--- src/rtl/tdm_pkg.sv ---
// Shared types and default sizing for the TDM receive-side demultiplexer.
package tdm_pkg;

    typedef enum logic {HUNT, RUN} tdm_state_t;

    localparam int DEFAULT_N_CH = 4;
    localparam int DEFAULT_W    = 8;

endpackage

--- src/rtl/tdm_slot_deserializer.sv ---
// Per-slot serial-to-parallel converter: MSB-first shift register plus bit counter.
module tdm_slot_deserializer
    import tdm_pkg::*;
#(
    parameter int W = DEFAULT_W
) (
    input  logic         i_clk,
    input  logic         i_rst_n,
    input  logic         i_bit,
    input  logic         i_shift,
    input  logic         i_restart,
    input  logic         i_clear,
    output logic [W-1:0] o_word,
    output logic         o_slot_first,
    output logic         o_slot_last
);

    localparam int              BW      = $clog2(W);
    localparam logic [BW-1:0]   LAST_B  = BW'(W - 1);

    // The final bit of a slot is taken straight from i_bit, so only W-1 earlier bits are stored.
    logic [W-2:0]  r_shift;
    logic [BW-1:0] r_bit;

    always_ff @(posedge i_clk or negedge i_rst_n) begin
        if (!i_rst_n) begin
            r_shift <= '0;
            r_bit   <= '0;
        end else if (i_clear) begin
            r_shift <= '0;
            r_bit   <= '0;
        end else if (i_restart) begin
            r_shift <= (W-1)'(i_bit);
            r_bit   <= BW'(1);
        end else if (i_shift) begin
            r_shift <= (W-1)'({r_shift, i_bit});
            r_bit   <= (r_bit == LAST_B) ? '0 : r_bit + BW'(1);
        end
    end

    assign o_word       = {r_shift, i_bit};
    assign o_slot_first = (r_bit == '0);
    assign o_slot_last  = (r_bit == LAST_B);

endmodule

--- src/rtl/tdm_demux.sv ---
// TDM receive demultiplexer: locks on the frame marker, deserializes each slot
// into its channel register and flags framing violations.
module tdm_demux
    import tdm_pkg::*;
#(
    parameter int N_CH = DEFAULT_N_CH,
    parameter int W    = DEFAULT_W
) (
    input  logic                   i_clk,
    input  logic                   i_rst_n,
    input  logic                   i_bit,
    input  logic                   i_bit_en,
    input  logic                   i_frame,
    output logic [N_CH-1:0][W-1:0] o_data,
    output logic [N_CH-1:0]        o_ch_valid,
    output logic                   o_frame_done,
    output logic                   o_locked,
    output logic                   o_sync_err
);

    localparam int            CW      = $clog2(N_CH);
    localparam logic [CW-1:0] LAST_CH = CW'(N_CH - 1);

    tdm_state_t r_state;
    tdm_state_t w_next;

    logic [CW-1:0]          r_slot;
    logic [N_CH-1:0][W-1:0] r_data;
    logic [N_CH-1:0]        r_ch_valid;
    logic                   r_frame_done;
    logic                   r_sync_err;

    logic         w_shift;
    logic         w_restart;
    logic         w_clear;
    logic         w_write;
    logic         w_err;
    logic [W-1:0] w_word;
    logic         w_slot_first;
    logic         w_slot_last;

    tdm_slot_deserializer #(.W(W)) u_deser (
        .i_clk        (i_clk),
        .i_rst_n      (i_rst_n),
        .i_bit        (i_bit),
        .i_shift      (w_shift),
        .i_restart    (w_restart),
        .i_clear      (w_clear),
        .o_word       (w_word),
        .o_slot_first (w_slot_first),
        .o_slot_last  (w_slot_last)
    );

    always_ff @(posedge i_clk or negedge i_rst_n) begin
        if (!i_rst_n) begin
            r_state <= HUNT;
        end else begin
            r_state <= w_next;
        end
    end

    // A marker anywhere but the frame start wins over slot completion: the partial slot is dropped.
    always_comb begin
        w_next    = r_state;
        w_shift   = 1'b0;
        w_restart = 1'b0;
        w_clear   = 1'b0;
        w_write   = 1'b0;
        w_err     = 1'b0;
        if (i_bit_en) begin
            case (r_state)
                HUNT: begin
                    if (i_frame) begin
                        w_restart = 1'b1;
                        w_next    = RUN;
                    end
                end
                RUN: begin
                    if (w_slot_first && (r_slot == '0)) begin
                        if (i_frame) begin
                            w_shift = 1'b1;
                        end else begin
                            w_err   = 1'b1;
                            w_clear = 1'b1;
                            w_next  = HUNT;
                        end
                    end else if (i_frame) begin
                        w_err     = 1'b1;
                        w_restart = 1'b1;
                    end else begin
                        w_shift = 1'b1;
                        w_write = w_slot_last;
                    end
                end
                default: w_next = HUNT;
            endcase
        end
    end

    always_ff @(posedge i_clk or negedge i_rst_n) begin
        if (!i_rst_n) begin
            r_slot       <= '0;
            r_data       <= '0;
            r_ch_valid   <= '0;
            r_frame_done <= 1'b0;
            r_sync_err   <= 1'b0;
        end else begin
            r_ch_valid   <= '0;
            r_frame_done <= 1'b0;
            r_sync_err   <= w_err;
            if (w_restart || w_clear) begin
                r_slot <= '0;
            end else if (w_write) begin
                r_data[r_slot] <= w_word;
                r_ch_valid     <= N_CH'(1) << r_slot;
                r_frame_done   <= (r_slot == LAST_CH);
                r_slot         <= (r_slot == LAST_CH) ? '0 : r_slot + CW'(1);
            end
        end
    end

    assign o_data       = r_data;
    assign o_ch_valid   = r_ch_valid;
    assign o_frame_done = r_frame_done;
    assign o_sync_err   = r_sync_err;
    assign o_locked     = (r_state == RUN);

endmodule

--- config.mk ---
export PLATFORM = sky130hd
export DESIGN_NAME = tdm_demux
export DESIGN_NICKNAME = d
export VERILOG_FILES = /design/src/rtl/tdm_pkg.sv /design/src/rtl/tdm_slot_deserializer.sv /design/src/rtl/tdm_demux.sv
export SDC_FILE = /design/constraint.sdc
export NUM_CORES = 1
export LEC_CHECK = 0
export ABC_AREA = 1
export CORE_AREA = 3 3 71 73
export CTS_CLUSTER_SIZE = 10
export DETAILED_ROUTE_END_ITERATION = 6
export DIE_AREA = 0 0 74 76
export PLACE_DENSITY = 0.76
export SYNTH_ARGS = -nofsm -noshare
export SYNTH_HDL_FRONTEND = slang
export SYNTH_HIERARCHICAL = 1
export SYNTH_SLANG_ARGS = --single-unit
export TNS_END_PERCENT = 10
--- constraint.sdc ---
create_clock -name i_clk -period 2 [get_ports i_clk]
set_input_delay 0.5 -clock i_clk [delete_from_list [all_inputs] [get_ports i_clk]]
set_output_delay 0.5 -clock i_clk [all_outputs]
set_load 0.03 [all_outputs]
### Word level (Yosys, flattened, before mapping)

Cells that the tools add are included.

* flip-flop bits (word level): 51
* bits of input ports: 5
* output and inout port bits: 39
* word-level logic and storage cells: 65

* add/sub/neg operators: 2
* $lt $le $gt $ge: 2
* equality and inequality tests: 2
* shift-type cells: 1
* muxes and demuxes: 37
* bitwise operators: 2
* reductions and logical operators: 8

Operators by type and width (number)
* $bwmux 32: 1
* $mux 7: 3
* $mux 1: 20
* $demux 8 s2: 1
* $mux 3: 4
* $mux 4: 2
* $mux 8: 1
* $mux 2: 3
* $pmux 1 s2: 2
* $shl 1x2->4 const A: 1
* $add 3x1->3 const B: 1
* $eq 3x3->1 const B: 1
* $logic_not 3->1: 1
* $lt 2x3->1 const B: 1
* $reduce_bool 3->1: 1
* $add 2x1->2 const B: 1
* $eq 2x2->1 const B: 1
* $ge 2x1->1 const B: 1
* $logic_and 1x1->1: 2
* $logic_not 2->1: 1
* $not 1->1: 2
* $reduce_and 2->1: 1
* $reduce_bool 2->1: 1
* $logic_or 1x1->1: 1

### Longest topological paths before layout

Gate-level depths: netlist of run 1.

* depth after elaboration: 8
* gate-level depth with buffers: 13
* depth with buffers taken out: 12

### Hierarchy

The synthesis of run 1 kept the hierarchy.

Modules (own cells, without submodules)
* tdm_demux: times used 1, cells each 192, area an instance 1760.4 µm²
* tdm_slot_deserializer: times used 1, cells each 55, area an instance 478.0 µm²

### Worst setup path before layout of run 1

OpenSTA, ideal clock, no wires.

* kind: register -> register
* from: reg u_deser.r_bit[0]
* to: reg r_data (netlist bit o_data[0])
* data arrival time: 1.720 ns
* data required time: 1.882 ns
* setup slack: 0.162 ns
* cell stages (with the launch flop): 14
* cells stage by stage: dfrtp_1 -> inv_1 -> ha_1 -> inv_1 -> nor2_1 -> nand2_1 -> ha_1 -> nand3_1 -> nand2_1 -> nor2_2 -> buf_6 -> nand2_4 -> nand2_1 -> nand2_1

* longest elaborated chain between the ends: 8
* elaborated cells between the ends (all ways): 16
* those cells by class: eq/ne (1); mux (10); bitwise (1); reduce/logical (4)

RTL lines
* start, declared: line tdm_slot_deserializer.sv:23 `logic [BW-1:0] r_bit;`
* start signal, assigned: line tdm_slot_deserializer.sv:37 `r_bit <= (r_bit == LAST_B) ? '0 : r_bit + BW'(1);`
* $logic_not 3->1: line tdm_slot_deserializer.sv:42 `assign o_slot_first = (r_bit == '0);`
* named net w_slot_first: line tdm_demux.sv:39 `logic w_slot_first;`
* $logic_and 1x1->1: line tdm_demux.sv:79 `if (w_slot_first && (r_slot == '0)) begin`
* $mux 1: line tdm_demux.sv:79
* $pmux 1 s2: line tdm_demux.sv:71 `case (r_state)`
* $mux 1: line tdm_demux.sv:70 `if (i_bit_en) begin`
* named net w_restart: line tdm_demux.sv:34 `logic w_restart;`
* $logic_or 1x1->1: line tdm_demux.sv:111 `if (w_restart || w_clear) begin`
* $not 1->1 (no source line)
* $reduce_and 2->1 (no source line)
* end signal, assigned by index: line tdm_demux.sv:114 `r_data[r_slot] <= w_word;`
* end, declared: line tdm_demux.sv:28 `logic [N_CH-1:0][W-1:0] r_data;`

The timed path passes the listed nets, and every way through them passes these cells.
A chain may end at the register's enable or synchronous reset.

### Worst setup path in the final report of run 1

* from: reg u_deser.r_bit[0]
* to: reg r_data (netlist bit o_data[10])

Same word-level chain as after synthesis.

==> flow_summary_export.csv, run 1 <==
group,metric,value,unit
run_status,outcome,"finished clean",
global_route,grt_pass1_wl,8340,um
clocking,clock-sinks,50,
worst_setup_path,critPathBufInv,4,
sta,hold-worst-slack,0.0835,ns
worst_setup_path,path_cells,"inv_1 > ha_1 > inv_1 > nor2_2 > nand2_2 > ha_4 > nand3_4 > nand2_4 > nor2_4 > buf_6 > clkbuf_16 > nand3_1 > nand2_1",
synth,synth_top_area_cell,"dfrtp_1",
worst_setup_path,cp-start-kind,"register",
synth,synth_most_common_cell,"nand2_1",
clocking,clk_latency,0.30,ns
sta,maxSlewViolCount,0,
sta,finalCriticalPeriod,1.96,ns
cells_and_area,final_layout_size_suffix_gt1_frac,0.154,
sta,worstMarginPinSlew,0.328,ns
drt,vias_per_cell,5.11,
sta,max_freq,0.510,GHz
synth,ys.flop_type,"dfrtp_1",
pwr,p_per_area,1050,nW/um2
placement,place_hpwl,3280,um
drt,routedWlPerCell,14.4,um
synth,syn_inst,247,
clocking,cts_htree_levels,2,
cells_and_area,multi_input_area,910,um2
global_route,grt_pass1_vias,1737,
worst_setup_path,crit_slowest_cell,"dfrtp_1",
hold_path,hp-class,"in -> async",
drt,detail-route-antenna-nets,0,
pwr,leakagePower,0.00164,uW
sta,fin_ws,0.0379,ns
floorplanning,row_count,24,
synth,ys_warn_count,6,
floorplanning,dieArea,5620,um2
drt,first_pass_iters,4,
global_route,grt_overflow,0,
cells_and_area,fillers,329,
clocking,cts_buffer_depth,2,
cells_and_area,antenna_cells,0,
sta,finalCritPeriodShare,0.981,
synth,synth_common_cells,"nand2_1 (76), dfrtp_1 (50), nand3_1 (41)",
sta,hold_violations,0,
synth,synth-seq-cells,50,
clocking,root_buffer,"clkbuf_8",
global_route,grt_use_total,0.189,
floorplanning,start_util,0.507,
synth,syn_area,2240,um2
synth,synth.distinct_cells,15,
floorplanning,core_area,4410,um2
floorplanning,ios,44,
cells_and_area,seqCellArea,1250,um2
drt,via_count,1854,
sta,setup_tns,0,ns
worst_setup_path,crit_top_cell,"inv_1",
drt,routed_wl,5220,um
floorplanning,die_w,74,um
floorplanning,die_y,76,um
synth,ys_seq_area_frac,0.559,
synth,synth_edf_count,0,
worst_setup_path,end_kind,"register",
cells_and_area,fin_nets,323,
global_route,antenna_found_initial,0,
placement,place_congestion,0.750,
cells_and_area,area_growth,38.6,%
sta,final-setup-viol-count,0,
synth,synth_area_leaders,"dfrtp_1 (56%), nand2_1 (13%), nand3_1 (9.2%)",
synth,syn_nets,260,
clocking,cts-buffers-inserted,5,
worst_setup_path,critical_path_class,"reg -> reg",
placement,port_buffers,43,
synth,avgSynthCellArea,9.06,um2
worst_setup_path,crit_family,"simple AND/OR/NAND/NOR gates",
synth,synth_top_area_frac,0.559,
sta,timing.slew.headroom,0.781,
worst_setup_path,cp_max_fo,10,
global_route,grt_max_degree,22,
synth,async_flop_share,1.00,
clocking,clkTransAtPathRegs,0.09,ns
worst_setup_path,cp.required,2.24,ns
worst_setup_path,cp.arrival,2.20,ns
sta,rsz0062_at_grt,"true",
pwr,peakVddDrop,0.684,mV
drt,drc,0,
clocking,tritoncts,"yes",
worst_setup_path,max_stage_delay,0.40,ns
drt,drt_iter0_drc,176,
run,cap_violations,0,
sta,clock_skew,0.00617,ns
placement,pre_cts_ws,-0.0752,ns
## flip-flops by register name, summed over array words and instances (netlist names)
register and count:
r_slot 2, u_deser/r_bit 3, o_ch_valid 4, o_locked 1
o_sync_err 1, o_data 32, u_deser/r_shift 7
## power by group
group	total (uW)	internal (uW)	switching [uW]
combinational	1220	570	648
sequential	1340	1150	192
clock	692	374	318
## layer usage
metal / vias up / GRT usage / wire length, um
li1: 906 / - / -
met1: 879 / 0.272 / 2220
met2: 65 / 0.288 / 2600
met3: 4 / 0.0422 / 364
met4: 0 / 0.0453 / 34
met5: - / 0 / 0
## metrics by stage
stage | area (um2) | utilization | total power (uW) | instances
after floorplan | 2240 | - | 1870 | 247
after global placement | 2780 | 0.629 | 2160 | 345
after detailed placement | 2780 | 0.629 | 2180 | 345
after CTS | 2930 | 0.663 | 2960 | 354
after global routing | 3100 | 0.703 | 3430 | 363
final | 3100 | 0.703 | 3250 | 363
## worst reg2reg max path: cells and delay by family, from the launching register on
| kind | cells | cell delay, ns |
|---|---|---|
| simple gates | 7 | 0.76 |
| fa+ha+maj | 2 | 0.31 |
| flops | 1 | 0.40 |
| buf+inv | 4 | 0.42 |
## worst paths after layout
kind | from | cells after the start | slack (ns) | end
worst min-delay path | i_rst_n | 1 | 0.08 | o_data[23]
min in group i_clk | o_data[15] | 2 | 0.48 | o_data[15]
max in group asynchronous | i_rst_n | 2 | 1.33 | u_deser/r_shift[5]
worst min register to register | o_data[15] | 2 | 0.48 | o_data[15]
worst max-delay path | u_deser/r_bit[0] | 13 | 0.04 | o_data[10]
worst max register to register | u_deser/r_bit[0] | 13 | 0.04 | o_data[10]
## layout by cell type, fill, tap and decap left out, drive strengths merged
master / Yosys / routed
nand2: 80 / 80
dfrtp: 50 / 50
nand3: 42 / 42
clkdlybuf4s50: 0 / 41
nor2: 29 / 29
inv: 20 / 20
buf: 7 / 18
o21ai: 11 / 11
clkbuf: 0 / 10
ha: 8 / 8
bufinv: 0 / 1
dlymetal6s2s: 0 / 1
## final cells by class
cell class | count | area share
sequential | 50 | 0.403
timing repair buffer | 63 | 0.224
clock inverter | 1 | 0.00968
tap | 52 | 0.0210
clock buffer | 7 | 0.0246
multi-input combinational | 170 | 0.293
inverter | 20 | 0.0242
## repair_timing
| item | in CTS | in global routing |
|---|---|---|
| cloned | 1 | 3 |
| hold buffers | 0 | 0 |
| setup buffers | 0 | 6 |
| pin swaps | 0 | 8 |
| gates resized for setup | 3 | 12 |
| setup endpoints to repair | 32 | 44 |
## cell families (layout without fill, tap and decap cells)
| family | after synthesis | count (layout) | share of synthesized area |
|---|---|---|---|
| adder cells (fa/ha/maj) | 8 | 8 | 0.0447 |
| flip-flops | 50 | 50 | 0.559 |
| AND/OR/NAND/NOR | 151 | 151 | 0.315 |
| buffers and inverters | 27 | 91 | 0.0570 |
| AO/OA/AOI/OAI | 11 | 11 | 0.0246 |
Power figures use the tool's default switching activity.
==> run 2, diff against run 1 <==
--- a/config.mk
+++ b/config.mk
@@ -11,6 +11,7 @@
 export DETAILED_ROUTE_END_ITERATION = 6
 export DIE_AREA = 0 0 74 76
 export PLACE_DENSITY = 0.76
+export SKIP_CTS_REPAIR_TIMING = 1
 export SYNTH_ARGS = -nofsm -noshare
 export SYNTH_HDL_FRONTEND = slang
 export SYNTH_HIERARCHICAL = 1
==> flow_summary_export.csv, run 2 (synthesis results as in run 1) <==
group,metric,value,unit
drt,routed_wl,5030,um
sta,setup_tns,0,ns
cells_and_area,fin_cells,362,
pwr,switching_share,0.355,
clocking,clkTransAtPathRegs,0.09,ns
drt,routedWlPerCell,13.9,um
floorplanning,start_util,0.507,
worst_setup_path,reg2reg_slack,0.09,ns
global_route,grt_pass1_vias,1662,
clocking,tritoncts,"yes",
pwr,leakagePower,0.00162,uW
clocking,clk_latency,0.30,ns
cells_and_area,final_layout_size_suffix_gt1_frac,0.145,
worst_setup_path,cp_max_fo,10,
cells_and_area,fin_nets,322,
drt,first_pass_iters,4,
clocking,cts_htree_levels,2,
sta,fin_ws,0.0853,ns
pwr,p_int,2040,uW
floorplanning,dieArea,5620,um2
cells_and_area,fillers,327,
worst_setup_path,cp.arrival,2.16,ns
pwr,p_switching,1120,uW
placement,port_buffers,43,
cells_and_area,area_growth,36.1,%
floorplanning,core_area,4410,um2
placement,pre_cts_ws,-0.0752,ns
global_route,grt_use_total,0.180,
floorplanning,die_w,74,um
cells_and_area,mostFrequentLayoutCells,"nand2_1 (73), dfrtp_1 (50), clkdlybuf4s50_1 (41)",
pwr,power_frac_clock,0.219,
worst_setup_path,end_kind,"register",
run_status,outcome,"finished clean",
pwr,p_per_area,1040,nW/um2
placement,dpl_cell_area,2780,um2
cells_and_area,postLayoutCellArea,3050,um2
worst_setup_path,cp.required,2.24,ns
sta,finalCritPeriodShare,0.957,
cells_and_area,final_common_cell,"nand2_1",
drt,detail-route-antenna-nets,0,
sta,final-setup-viol-count,0,
clocking,root_buffer,"clkbuf_8",
placement,placedCellCount,345,
global_route,grt_max_degree,41,
pwr,peakVddDrop,0.636,mV
sta,finalCriticalPeriod,1.91,ns
sta,worstMarginPinSlew,0.323,ns
global_route,grt_overflow,0,
cells_and_area,largest_reg_flops,32,
clocking,clock-sinks,50,
clocking,cts_buffer_depth,2,
worst_setup_path,reg2reg_from,"u_deser/r_bit[0]",
hold_path,hp-class,"in -> async",
floorplanning,ios,44,
cells_and_area,utilization,0.690,
drt,via_count,1843,
worst_setup_path,r2r_end,"o_data[23]",
drt,drt_iter0_drc,133,
sta,timing.slew.headroom,0.784,
sta,maxSlewViolCount,0,
worst_setup_path,cp-start-kind,"register",
drt,drc,0,
run,cap_violations,0,
global_route,antenna_found_initial,0,
global_route,grt_pass1_wl,7970,um
worst_setup_path,reg2reg_depth,13,
pwr,power_frac_comb,0.358,
sta,hold_violations,0,
sta,clock_skew,0.00539,ns
cells_and_area,antenna_cells,0,
placement,place_hpwl,3280,um
pwr,seq_power_share,0.423,
floorplanning,die_y,76,um
drt,vias_per_cell,5.09,
worst_setup_path,critical_path_class,"reg -> reg",
placement,place_congestion,0.750,
sta,max_freq,0.522,GHz
clocking,cts-buffers-inserted,5,
floorplanning,row_count,24,
## run 2: cell types whose count changed in the layout (fill, tap and decap cells not counted)
cell,delta
nand2_2,+1
ha_4,-1
ha_1,+1
nand2_4,-1
nand3_4,-1
nand3_1,+1
buf_16,-1
## run 2: metal layers
layer / routed length, um / GRT usage
met2: 2450 / 0.269
met3: 398 / 0.0435
met1: 2140 / 0.265
met4: 43 / 0.0399
met5: 0 / 0
## run 2: cell type report
cell class              count  area [um2]  area share
well taps                  52        65.1      0.0214
flip-flops and latches     50        1250       0.411
inverters                  20        75.1      0.0247
clock buffers               7        76.3      0.0251
multi-input cells         170         880       0.289
repair buffers             62         668       0.219
clock inverters             1        30.0     0.00986
## run 2: how the worst max path moves through the flow
stage / slack, ns / startpoint / depth (start not counted) / endpoint
floorplan: 0.16 / u_deser/r_bit[0] / 13 / o_data[0]
global placement: -0.01 / i_frame / 8 / o_data[23]
detailed placement: -0.08 / i_frame / 8 / o_data[24]
CTS: -0.05 / u_deser/r_bit[0] / 13 / o_data[24]
global route: -0.07 / u_deser/r_bit[1] / 13 / o_data[23]
finish: 0.09 / u_deser/r_bit[0] / 13 / o_data[23]
## run 2: stage by stage
step / hold WS (ns) / power (uW)
after global placement: 0.418 / 2160
after CTS: 0.0882 / 2870
final: 0.0827 / 3160
after detailed placement: 0.417 / 2180
after global routing: 0.0970 / 3350
after floorplan: 0.204 / 1870
## run 2: critical path, cell delays in order (launching register included)
cell       delay, ns
dfrtp_1         0.40
inv_1           0.06
ha_1            0.14
inv_1           0.05
nor2_2          0.14
nand2_2         0.08
ha_1            0.19
nand3_2         0.07
nand2_2         0.08
nor2_4          0.19
buf_12          0.14
clkbuf_16       0.14
nand3_1         0.09
nand2_1         0.09
## run 2: power groups by stage
stage / Sequential [uW] / Combinational, uW / Clock (uW)
2_1_floorplan: 1390 / 487 / 0
3_3_place_gp: 1340 / 814 / 0
3_5_place_dp: 1350 / 838 / 0
4_1_cts: 1330 / 840 / 704
5_1_grt: 1360 / 1240 / 750
6_report: 1340 / 1130 / 690
